`config.mk`:
```
export PLATFORM = sky130hd
export DESIGN_NAME = pipe_ctrl
export DESIGN_NICKNAME = d
export VERILOG_FILES = /design/src/rtl/pipe_ctrl.sv
export SDC_FILE = /design/constraint.sdc
export NUM_CORES = 1
export LEC_CHECK = 0
export BUFFER_PORTS_ARGS = -buffer_cell sky130_fd_sc_hd__buf_2
export CORE_MARGIN = 2
export CORE_UTILIZATION = 50
export CTS_CLUSTER_DIAMETER = 150
export DETAILED_ROUTE_END_ITERATION = 10
export GPL_TIMING_DRIVEN = 0
export PLACE_DENSITY = 0.77
export REMOVE_ABC_BUFFERS = 1
export SYNTH_ARGS = -nofsm -noshare
export SYNTH_HDL_FRONTEND = slang
export SYNTH_SLANG_ARGS = --single-unit
export TNS_END_PERCENT = 5
```
`constraint.sdc`:
```
create_clock -name clock -period 2.2 [get_ports clock]
set_input_delay 0.22 -clock clock [delete_from_list [all_inputs] [get_ports clock]]
set_output_delay 0.22 -clock clock [all_outputs]
set_load 0.005 [all_outputs]
```
`src/rtl/pipe_ctrl.sv`:
```
// Pipeline hazard controller: per-stage stall/flush generation, shadow valid
// tracking, retire/cycle/stall performance counters and a mul/div hang watchdog.
module pipe_ctrl #(
  parameter int NSTAGES   = 5,
  parameter int ID_STAGE  = 1,
  parameter int EX_STAGE  = 2,
  parameter int CNT_W     = 64,
  parameter int MAX_STALL = 64
) (
  input  logic               clock,
  input  logic               reset,
  input  logic               fetch_valid_i,
  input  logic               branch_i,
  input  logic               load_use_i,
  input  logic               ex_busy_i,
  input  logic               exc_i,
  output logic [NSTAGES-1:0] stall_o,
  output logic [NSTAGES-1:0] flush_o,
  output logic [NSTAGES-1:0] valid_o,
  output logic [CNT_W-1:0]   nr_insts_o,
  output logic [CNT_W-1:0]   nr_cycles_o,
  output logic [CNT_W-1:0]   nr_stalls_o,
  output logic               hang_o
);

  localparam int RUN_W = $clog2(MAX_STALL + 1);
  localparam logic [RUN_W-1:0] RUN_MAX = RUN_W'(MAX_STALL);

  logic [NSTAGES-1:1] v_q;
  logic [NSTAGES-1:1] v_next;
  logic [RUN_W-1:0]   run_q;
  logic [RUN_W-1:0]   run_next;
  logic               retire;

  // Strict priority; masked lower-priority requests are simply dropped because
  // the requester's decode register is held and it will ask again.
  always_comb begin
    stall_o = '0;
    flush_o = '0;
    if (reset || exc_i) begin
      flush_o = '1;
    end else if (ex_busy_i) begin
      for (int k = 0; k <= EX_STAGE; k++) stall_o[k] = 1'b1;
      flush_o[EX_STAGE+1] = 1'b1;
    end else if (load_use_i) begin
      for (int k = 0; k <= ID_STAGE; k++) stall_o[k] = 1'b1;
      flush_o[ID_STAGE+1] = 1'b1;
    end else if (branch_i) begin
      flush_o[ID_STAGE] = 1'b1;
    end
  end

  assign valid_o = {v_q, fetch_valid_i};

  always_comb begin
    v_next = v_q;
    for (int k = 1; k < NSTAGES; k++) begin
      if (flush_o[k])      v_next[k] = 1'b0;
      else if (stall_o[k]) v_next[k] = v_q[k];
      else                 v_next[k] = valid_o[k-1];
    end
  end

  // An excepting instruction in the last stage is not counted as retired.
  assign retire = v_q[NSTAGES-1] & ~exc_i;

  always_comb begin
    run_next = '0;
    if (ex_busy_i && !exc_i) begin
      if (run_q == RUN_MAX) run_next = run_q;
      else                  run_next = run_q + RUN_W'(1);
    end
  end

  always_ff @(posedge clock) begin
    if (reset) begin
      v_q         <= '0;
      nr_insts_o  <= '0;
      nr_cycles_o <= '0;
      nr_stalls_o <= '0;
      run_q       <= '0;
      hang_o      <= 1'b0;
    end else begin
      v_q         <= v_next;
      nr_cycles_o <= nr_cycles_o + CNT_W'(1);
      if (retire)   nr_insts_o  <= nr_insts_o + CNT_W'(1);
      if (|stall_o) nr_stalls_o <= nr_stalls_o + CNT_W'(1);
      run_q <= run_next;
      // Sticky until reset.
      if (run_next == RUN_MAX) hang_o <= 1'b1;
    end
  end

endmodule

```
==> impl_metrics.yaml, run 1 <==
worst_setup_path:
  r2r_start: "nr_cycles_o[0]"
  startpoint: "nr_cycles_o[0]"
  startpoint_type: "register"
  cp.required_ns: 2.63
  crit_chain: "ha_4 > nand2_4 > or4_4 > or4_4 > or3_1 > a21oi_1"
  reg2reg_depth: 6
  path_max_fanout: 7
  endpoint_kind: "register"
  worst_path_most_repeated_cell: "or4_4"
  cpPeakStageDelay_ns: 0.53
  crit_slowest_cell: "or4_4"
  worstPathArrival_ns: 2.67
  path_class: "reg -> reg"
sta:
  period_needed_ns: 2.23
  period_share_pct: 102
  finalSetupViolCount: 1
  slew_headroom_pct: 45.4
  worstMarginPinSlew_ns: 0.812
  rsz0062_at_grt: "yes"
  fin_hold_ws_ns: 0.0211
  max_freq_ghz: 0.448
  slew_viol_final: 0
  fin_setup_tns_ns: -0.0339
  fin_skew_ns: 0.0178
  hold_viol: 0
  layout_setup_ws_ns: -0.0339
power:
  leakage_nw: 4.76
  power_density_nw_per_um2: 624
  power_mw: 7.75
  ir_drop_v: 0.000524
global_routing:
  grt_use_total_pct: 23.6
  first_global_vias: 8615
  grt_use_met3_pct: 4.64
  grt_max_degree: 153
  grt_overflow: 0
  grt_use_met2_pct: 38.4
  grt_pass1_wl_microns: 41500
  grtUsageMet1_pct: 32.2
  grt.busiest_layer: "met2"
  antenna_found_initial: 0
yosys:
  ys_seq_elements: 204
  seq_area_frac_synth_pct: 41.5
  synth_edf_count: 0
  ys_warn_count: 0
  synth_cell_types: 48
  netlist_area_sq_um: 9840
  synth_area_leaders: "dfxtp_1 42%, nand4_1 5.3%, nor2_1 5.3%"
  postSynth.asyncResetShare_pct: 0
  synth_top_cell_by_area: "dfxtp_1"
  syn_inst: 1195
  synth_area_per_cell_sq_um: 8.23
  synthFlopType: "dfxtp_1"
  yosys.area.top_type_share_pct: 41.5
drt:
  vias_per_cell: 5.82
  routedWlPerCell_microns: 15.5
  drc: 0
  num_vias: 9867
  ant_nets: 0
  drtPass1Iterations: 5
  first_iter_violations: 637
  wirelength_microns: 26300
cells_and_area:
  final_area_sq_um: 12400
  postLayoutCoreUtil_pct: 64.1
  nFillCells: 1711
  layout_common_cells: "211 x buf_2, 169 x dfxtp_1, 138 x nor2_1, 89 x a21oi_1, 84 x nand4_1"
  antennaDiodeCount: 0
  nets: 1426
  final_common_cell: "buf_2"
  final_layout_size_suffix_gt1_share_pct: 26.7
  area_growth_pct: 26.3
  final_cells: 1695
die:
  rows: 51
  ios: 215
  initial_utilization_pct: 50.7
  die_w_microns: 144
  fp.dieH_microns: 144
  core_area_sq_um: 19400
  die_area_sq_um: 20800
place:
  io_buffers: 212
  dp.cells: 1626
  dp_hpwl_microns: 17900
  gp_congestion: 0.844
  dpl_worst_slack_ns: -0.806
  placed_cell_area_sq_um: 11100
clock_tree:
  cts_root_buf: "clkbuf_16"
  clock_latency_ns: 0.51
  cts_buffer_depth: 3
  clock-sinks: 204
  path_clk_slew_ns: 0.06
  cts_max_level: 1
  cts_buffers: 23
  cts_tree: "done"
hold_path:
  min_from: "branch_i"
  hold_path_class: "in -> reg"
  hold_path_depth: 3
flow_run:
  cap_viol_max_count: 0
outcome:
  outcome: "complete, but fails checks"
  failed_checks: "negative setup slack"
[worst paths after layout]
path,endpoint,slack (ns)
setup / recovery,nr_cycles_o[52],-0.03
setup reg to reg,nr_cycles_o[52],-0.03
hold reg to reg,v_q[3],0.45
hold / removal,v_q[1],0.02
[where the power goes]
part / internal (mW) / total, mW / switching [mW]
Sequential: 3.70 / 3.71 / 0.0129
Combinational: 0.0420 / 0.140 / 0.0976
Clock: 2.36 / 3.90 / 1.55
[synthesized netlist by cell type, types with 2 or more instances]
master / instances
or4b_2: 2
clkbuf_2: 2
or3_1: 61
buf_1: 7
ha_1: 5
nand4_1: 84
nand4b_1: 2
nor4_2: 4
xor2_1: 54
nand3_1: 73
or3b_2: 4
or2_2: 4
inv_1: 27
nand4_2: 2
o21ai_0: 57
and4_1: 22
o31ai_1: 25
nor4_1: 33
o41ai_1: 4
nor4_4: 2
and2_1: 7
clkbuf_1: 35
a21oi_1: 89
and3_1: 33
nor3_1: 20
nand2_1: 75
nor2b_1: 13
buf_4: 5
or4_1: 25
nand2b_1: 4
nand3b_1: 4
mux2_2: 6
dfxtp_1: 204
xnor2_1: 48
nor2_1: 140
[cell type report]
class                      instances  area [sq um]  share of cell area, %
clock buffer                      32           669                   5.38
multi-input combinational        915          5760                   46.3
tap                              265           332                   2.67
clock inverter                     9           104                  0.835
timing repair buffer             242          1320                   10.6
inverter                          28           105                  0.845
sequential                       204          4140                   33.3
[worst max-delay path: cells and delay by family (launching register included)]
family	cells	cell delay [ns]
simple gates	4	1.46
fa+ha+maj	1	0.16
flops	1	0.38
compound gates	1	0.16
[sequential cells by signal, summed over array words and instances, names as in the netlist]
signal       flops
nr_insts_o      64
v_q              4
hang_o           1
run_q            7
nr_cycles_o     64
nr_stalls_o     64
[logic make-up after synthesis]
logic type	share of synthesized area, %
adders and majority gates	0.636
DFF	41.5
buffers and inverters	3.15
other	0.0381
muxes	0.788
xor gates and xnor gates	9.08
AOI/OAI and AO/OA	10.3
and+or+nand+nor	34.5
[per-layer routing]
layer  up-vias  wire length [microns]
li1       4824                      -
met4         0                    550
met5         -                      0
met3        45                   1860
met2       303                  12300
met1      4695                  11600
[what timing repair did]
item / 4_1_cts / 5_1_grt
endpoints found under the setup margin: 82 / 74
pin swaps: 13 / 22
buffers inserted: 10 / 17
hold buffers: 1 / 0
gates resized for setup: 38 / 65
endpoints found under the hold margin: 1 / 0
(Power assumes the default switching activity.)
==> run 2, diff against run 1 <==
--- a/config.mk
+++ b/config.mk
@@ -7,11 +7,11 @@
 export LEC_CHECK = 0
 export BUFFER_PORTS_ARGS = -buffer_cell sky130_fd_sc_hd__buf_2
 export CORE_MARGIN = 2
-export CORE_UTILIZATION = 50
+export CORE_UTILIZATION = 45
 export CTS_CLUSTER_DIAMETER = 150
 export DETAILED_ROUTE_END_ITERATION = 10
 export GPL_TIMING_DRIVEN = 0
-export PLACE_DENSITY = 0.77
+export PLACE_DENSITY = 0.71
 export REMOVE_ABC_BUFFERS = 1
 export SYNTH_ARGS = -nofsm -noshare
 export SYNTH_HDL_FRONTEND = slang
==> constraint.sdc (replaced) <==
create_clock -name clock -period 2.2 [get_ports clock]
set_input_delay 0.44 -clock clock [delete_from_list [all_inputs] [get_ports clock]]
set_output_delay 0.44 -clock clock [all_outputs]
set_load 0.005 [all_outputs]
==> run 2 against run 1 <==
Compared with the run above:
- the flow now finishes without violations
- sequential cell count did not move
- critical path depth fell by 1
- non-clock buffer count rose by 9
- worst hold slack improved by 0.20 ns
- first-iteration DRC count rose by 2.2%
- largest power group is now sequential cells
==> impl_metrics.yaml, run 2 (synthesized netlist as in run 1, its figures left out) <==
clock_tree:
  cts_tree: "done"
  clock_latency_ns: 0.50
  cts_buffers: 23
  cts_max_level: 1
  path_clk_slew_ns: 0.06
  clock-sinks: 204
  cts_buffer_depth: 3
  cts_root_buf: "clkbuf_16"
  hold_buffers: 0
drt:
  vias_per_cell: 5.74
  routedWlPerCell_microns: 15.9
  first_iter_violations: 651
  drc: 0
  num_vias: 9846
  wirelength_microns: 27300
  drtPass1Iterations: 5
  ant_nets: 0
sta:
  fin_setup_tns_ns: 0
  rsz0062_at_grt: "yes"
  hold_viol: 0
  period_needed_ns: 2.20
  period_share_pct: 99.9
  layout_setup_ws_ns: 0.00140
  fin_hold_ws_ns: 0.224
  slew_viol_final: 0
  max_freq_ghz: 0.455
  worstMarginPinSlew_ns: 0.734
  fin_skew_ns: 0.00749
  finalSetupViolCount: 0
  slew_headroom_pct: 50.6
cells_and_area:
  nFillCells: 1957
  largestRegisters: "nr_cycles_o (64), nr_insts_o (64), nr_stalls_o (64)"
  final_cells: 1716
  final_layout_size_suffix_gt1_share_pct: 27.1
  antennaDiodeCount: 0
  final_common_cell: "buf_2"
  final_area_sq_um: 12500
  postLayoutCoreUtil_pct: 58.0
  area_growth_pct: 27.3
  nets: 1435
  layout_common_cells: "211 x buf_2, 169 x dfxtp_1, 135 x nor2_1, 88 x a21oi_1, 84 x nand4_1"
worst_setup_path:
  crit_slowest_cell: "or4_1"
  path_class: "reg -> reg"
  reg2reg_slack_ns: 0.001
  crit_chain: "nand3_4 > or3_4 > or3_4 > or4_1 > a21oi_1"
  cpPeakStageDelay_ns: 0.52
  worstPathArrival_ns: 2.62
  cp.required_ns: 2.62
  endpoint_kind: "register"
  path_max_fanout: 8
  startpoint_type: "register"
  cp_top_family: "simple AND/OR/NAND/NOR gates"
  path_buf_inv: 0
  worst_path_most_repeated_cell: "or3_4"
global_routing:
  first_global_vias: 8943
  antenna_found_initial: 0
  grt_pass1_wl_microns: 44500
  grt_use_total_pct: 22.1
  grt_overflow: 0
  grt_max_degree: 108
power:
  ir_drop_v: 0.000396
  leakage_nw: 4.86
  power_density_nw_per_um2: 596
  power_mw: 7.46
die:
  die_area_sq_um: 23100
  initial_utilization_pct: 45.5
  ios: 215
  rows: 54
  fp.dieH_microns: 152
  die_w_microns: 152
  core_area_sq_um: 21600
flow_run:
  cap_viol_max_count: 0
hold_path:
  hold_path_class: "in -> reg"
place:
  dp.cells: 1640
  placed_cell_area_sq_um: 11100
  dpl_worst_slack_ns: -1.04
  io_buffers: 212
  dp_hpwl_microns: 18200
  gp_congestion: 0.858
outcome:
  outcome: "finished clean"
-- run 2: changes by cell type in the layout (fill, tap and decap cells not counted), sizes merged --
cell / before / now
buf: 241 / 251
clkbuf: 32 / 36
bufinv: 2 / 0
clkinv: 4 / 2
clkinvlp: 2 / 0
dlygate4sd3: 1 / 0
inv: 29 / 28
-- run 2: power breakdown --
part	switching, mW	internal, mW	total (mW)	leakage, nW
Sequential	0.0121	3.70	3.71	1.66
Clock	1.47	2.14	3.62	0.349
Combinational	0.0971	0.0420	0.139	2.85
Total	1.58	5.88	7.46	4.86
-- run 2: cell type report --
| type | instances | area [sq um] | share of cell area, % |
|---|---|---|---|
| Timing Repair Buffer | 251 | 1410 | 11.2 |
| Inverter | 28 | 105 | 0.839 |
| Tap cell | 280 | 350 | 2.80 |
| Clock inverter | 2 | 10.0 | 0.0799 |
| Sequential cell | 204 | 4150 | 33.1 |
| Clock buffer | 36 | 694 | 5.54 |
| Multi-Input combinational cell | 915 | 5820 | 46.4 |
-- run 2: worst paths after layout --
path,to,startpoint,cells past startpoint
max,nr_cycles_o[42],nr_cycles_o[8],5
min,v_q[1],fetch_valid_i,3
max reg2reg,nr_cycles_o[42],nr_cycles_o[8],5
min reg2reg,v_q[3],v_q[2],2
-- run 2: what timing repair did --
action,4_1_cts,5_1_grt
setup buffers,12,26
pin swaps,20,30
endpoints found under the setup margin,86,78
gates resized for setup,55,60
-- run 2: layer usage --
metal / routed length (microns) / GRT usage [%] / up-vias / share of wire, %
li1: - / - / 4822 / -
met1: 11800 / 29.3 / 4677 / 43
met2: 12900 / 36.4 / 314 / 47
met3: 2140 / 5.50 / 33 / 7.8
met4: 435 / 5.34 / 0 / 1.6
met5: 0 / 0 / - / 0
-- run 2: worst min-delay path, delay by kind of cell --
family | cells | cell delay, ns
buffers and inverters | 1 | 0.10
AND/OR/NAND/NOR | 1 | 0.07
AO/OA/AOI/OAI | 1 | 0.06
==> run 3, diff against run 2 <==
--- a/config.mk
+++ b/config.mk
@@ -6,14 +6,16 @@
 export NUM_CORES = 1
 export LEC_CHECK = 0
 export BUFFER_PORTS_ARGS = -buffer_cell sky130_fd_sc_hd__buf_2
+export CELL_PAD_IN_SITES_DETAIL_PLACEMENT = 0
+export CELL_PAD_IN_SITES_GLOBAL_PLACEMENT = 1
 export CORE_MARGIN = 2
-export CORE_UTILIZATION = 45
+export CORE_UTILIZATION = 36
 export CTS_CLUSTER_DIAMETER = 150
 export DETAILED_ROUTE_END_ITERATION = 10
 export GPL_TIMING_DRIVEN = 0
-export PLACE_DENSITY = 0.71
+export PLACE_DENSITY_LB_ADDON = 0.1
 export REMOVE_ABC_BUFFERS = 1
 export SYNTH_ARGS = -nofsm -noshare
 export SYNTH_HDL_FRONTEND = slang
 export SYNTH_SLANG_ARGS = --single-unit
-export TNS_END_PERCENT = 5
+export TNS_END_PERCENT = 30
==> run 3 against run 2 <==
Compared with the run above:
- sequential power is essentially flat
- clock skew grew 0.0024 ns
- total power grew 9.5%
- clock power grew 19%
- highest routed layer unchanged
- worst hold slack lost 0.025 ns
- critical path type unchanged
- critical path depth grew 1
- via count shrank 0.81%
- cell count grew 5.2%
- global-route usage shrank 2.1 points
- critical endpoint is now nr_cycles_o[52]
- maximum frequency grew 1.3%
==> impl_metrics.yaml, run 3 (synthesized netlist as in run 1, its figures left out) <==
drt:
  first_iter_violations: 512
  drtPass1Iterations: 5
  num_vias: 9766
  drc: 0
  routedWlPerCell_microns: 16.6
  vias_per_cell: 5.41
  wirelength_microns: 30000
  ant_nets: 0
hold_path:
  hold_path_class: "in -> reg"
power:
  power_mw: 8.18
  power_density_nw_per_um2: 629
  leakage_nw: 5.03
  ir_drop_v: 0.000413
cells_and_area:
  postLayoutCoreUtil_pct: 48.3
  largestRegisters: "nr_cycles_o (64), nr_insts_o (64), nr_stalls_o (64)"
  nets: 1458
  area_growth_pct: 32.0
  final_layout_size_suffix_gt1_share_pct: 30.2
  nFillCells: 2719
  antennaDiodeCount: 0
  final_common_cell: "buf_2"
  layout_common_cells: "211 x buf_2, 153 x dfxtp_1, 133 x nor2_1, 89 x a21oi_1, 84 x nand4_1"
sta:
  fin_setup_tns_ns: 0
  hold_viol: 0
  fin_skew_ns: 0.00984
  fin_hold_ws_ns: 0.199
  slew_viol_final: 0
  worstMarginPinSlew_ns: 0.775
  rsz0062_at_grt: "yes"
  finalSetupViolCount: 0
  slew_headroom_pct: 47.9
  period_share_pct: 98.7
  max_freq_ghz: 0.461
  period_needed_ns: 2.17
global_routing:
  grt_max_degree: 76
  grt_overflow: 0
  grt_use_total_pct: 20.0
  antenna_found_initial: 0
  first_global_vias: 8980
  grt_pass1_wl_microns: 47600
clock_tree:
  clock-sinks: 204
  cts_buffer_depth: 3
  cts_root_buf: "clkbuf_16"
  path_clk_slew_ns: 0.05
  hold_buffers: 0
  cts_tree: "done"
  clock_latency_ns: 0.53
  cts_buffers: 26
  cts_max_level: 1
die:
  initial_utilization_pct: 36.6
  die_w_microns: 169
  fp.dieH_microns: 169
  die_area_sq_um: 28700
  rows: 60
  ios: 215
  core_area_sq_um: 26900
worst_setup_path:
  cp.required_ns: 2.65
  startpoint_type: "register"
  worstPathArrival_ns: 2.62
  endpoint_kind: "register"
  path_class: "reg -> reg"
  path_max_fanout: 7
place:
  gp_congestion: 0.769
  dp_hpwl_microns: 19700
  io_buffers: 212
outcome:
  outcome: "finished clean"
flow_run:
  cap_viol_max_count: 0
-- run 3: metrics by stage --
step / setup WS [ns] / instances / area (sq um)
floorplan: -0.239 / 1147 / 9640
finish: 0.0297 / 1806 / 13000
global route: -0.0900 / 1806 / 13000
detailed placement: -1.44 / 1701 / 11200
global placement: -3.26 / 1700 / 11100
CTS: -0.0318 / 1778 / 12600
-- run 3: path summary, 6_finish.rpt --
path	start	end	cells after the start	slack [ns]
max	nr_cycles_o[1]	nr_cycles_o[52]	6	0.03
min	fetch_valid_i	v_q[1]	3	0.20
max reg2reg	nr_cycles_o[1]	nr_cycles_o[52]	6	0.03
min reg2reg	v_q[2]	v_q[3]	2	0.45
-- run 3: worst max-delay path: stages (launching register included) --
cell and delay, ns:
dfxtp_4 0.36, ha_4 0.15, nand2_4 0.08, or4_4 0.52, or4_4 0.48, or3_1 0.36, a21oi_1 0.14
-- run 3: metal layers --
metal | part of all wire [%] | wire (microns) | GRT usage (%) | vias to the layer above
met4 | 1.8 | 538 | 4.91 | 0
met3 | 5.5 | 1660 | 3.94 | 39
met2 | 45 | 13500 | 32.1 | 208
li1 | - | - | - | 4890
met1 | 48 | 14400 | 27.7 | 4629
met5 | 0 | 0 | 0 | -
-- run 3: layout make-up --
class | instances | area (sq um) | area share [%]
clock buffers | 44 | 830 | 6.39
clock inverters | 3 | 42.5 | 0.327
inverters | 28 | 105 | 0.809
multi-input cells | 915 | 5840 | 44.9
flip-flops and latches | 204 | 4160 | 32.0
well taps | 341 | 427 | 3.28
repair buffers | 271 | 1590 | 12.2
-- run 3: report_power, final --
part / switching [mW] / total, mW / internal [mW]
combinational: 0.112 / 0.173 / 0.0602
sequential: 0.0119 / 3.71 / 3.70
clock: 1.64 / 4.29 / 2.66
total: 1.76 / 8.18 / 6.42
-- run 3: repair_timing --
action | in CTS | in global routing
endpoints found under the setup margin | 103 | 58
gates resized for setup | 63 | 75
pin swaps | 22 | 18
gates cloned | 1 | 1
setup buffers | 29 | 27
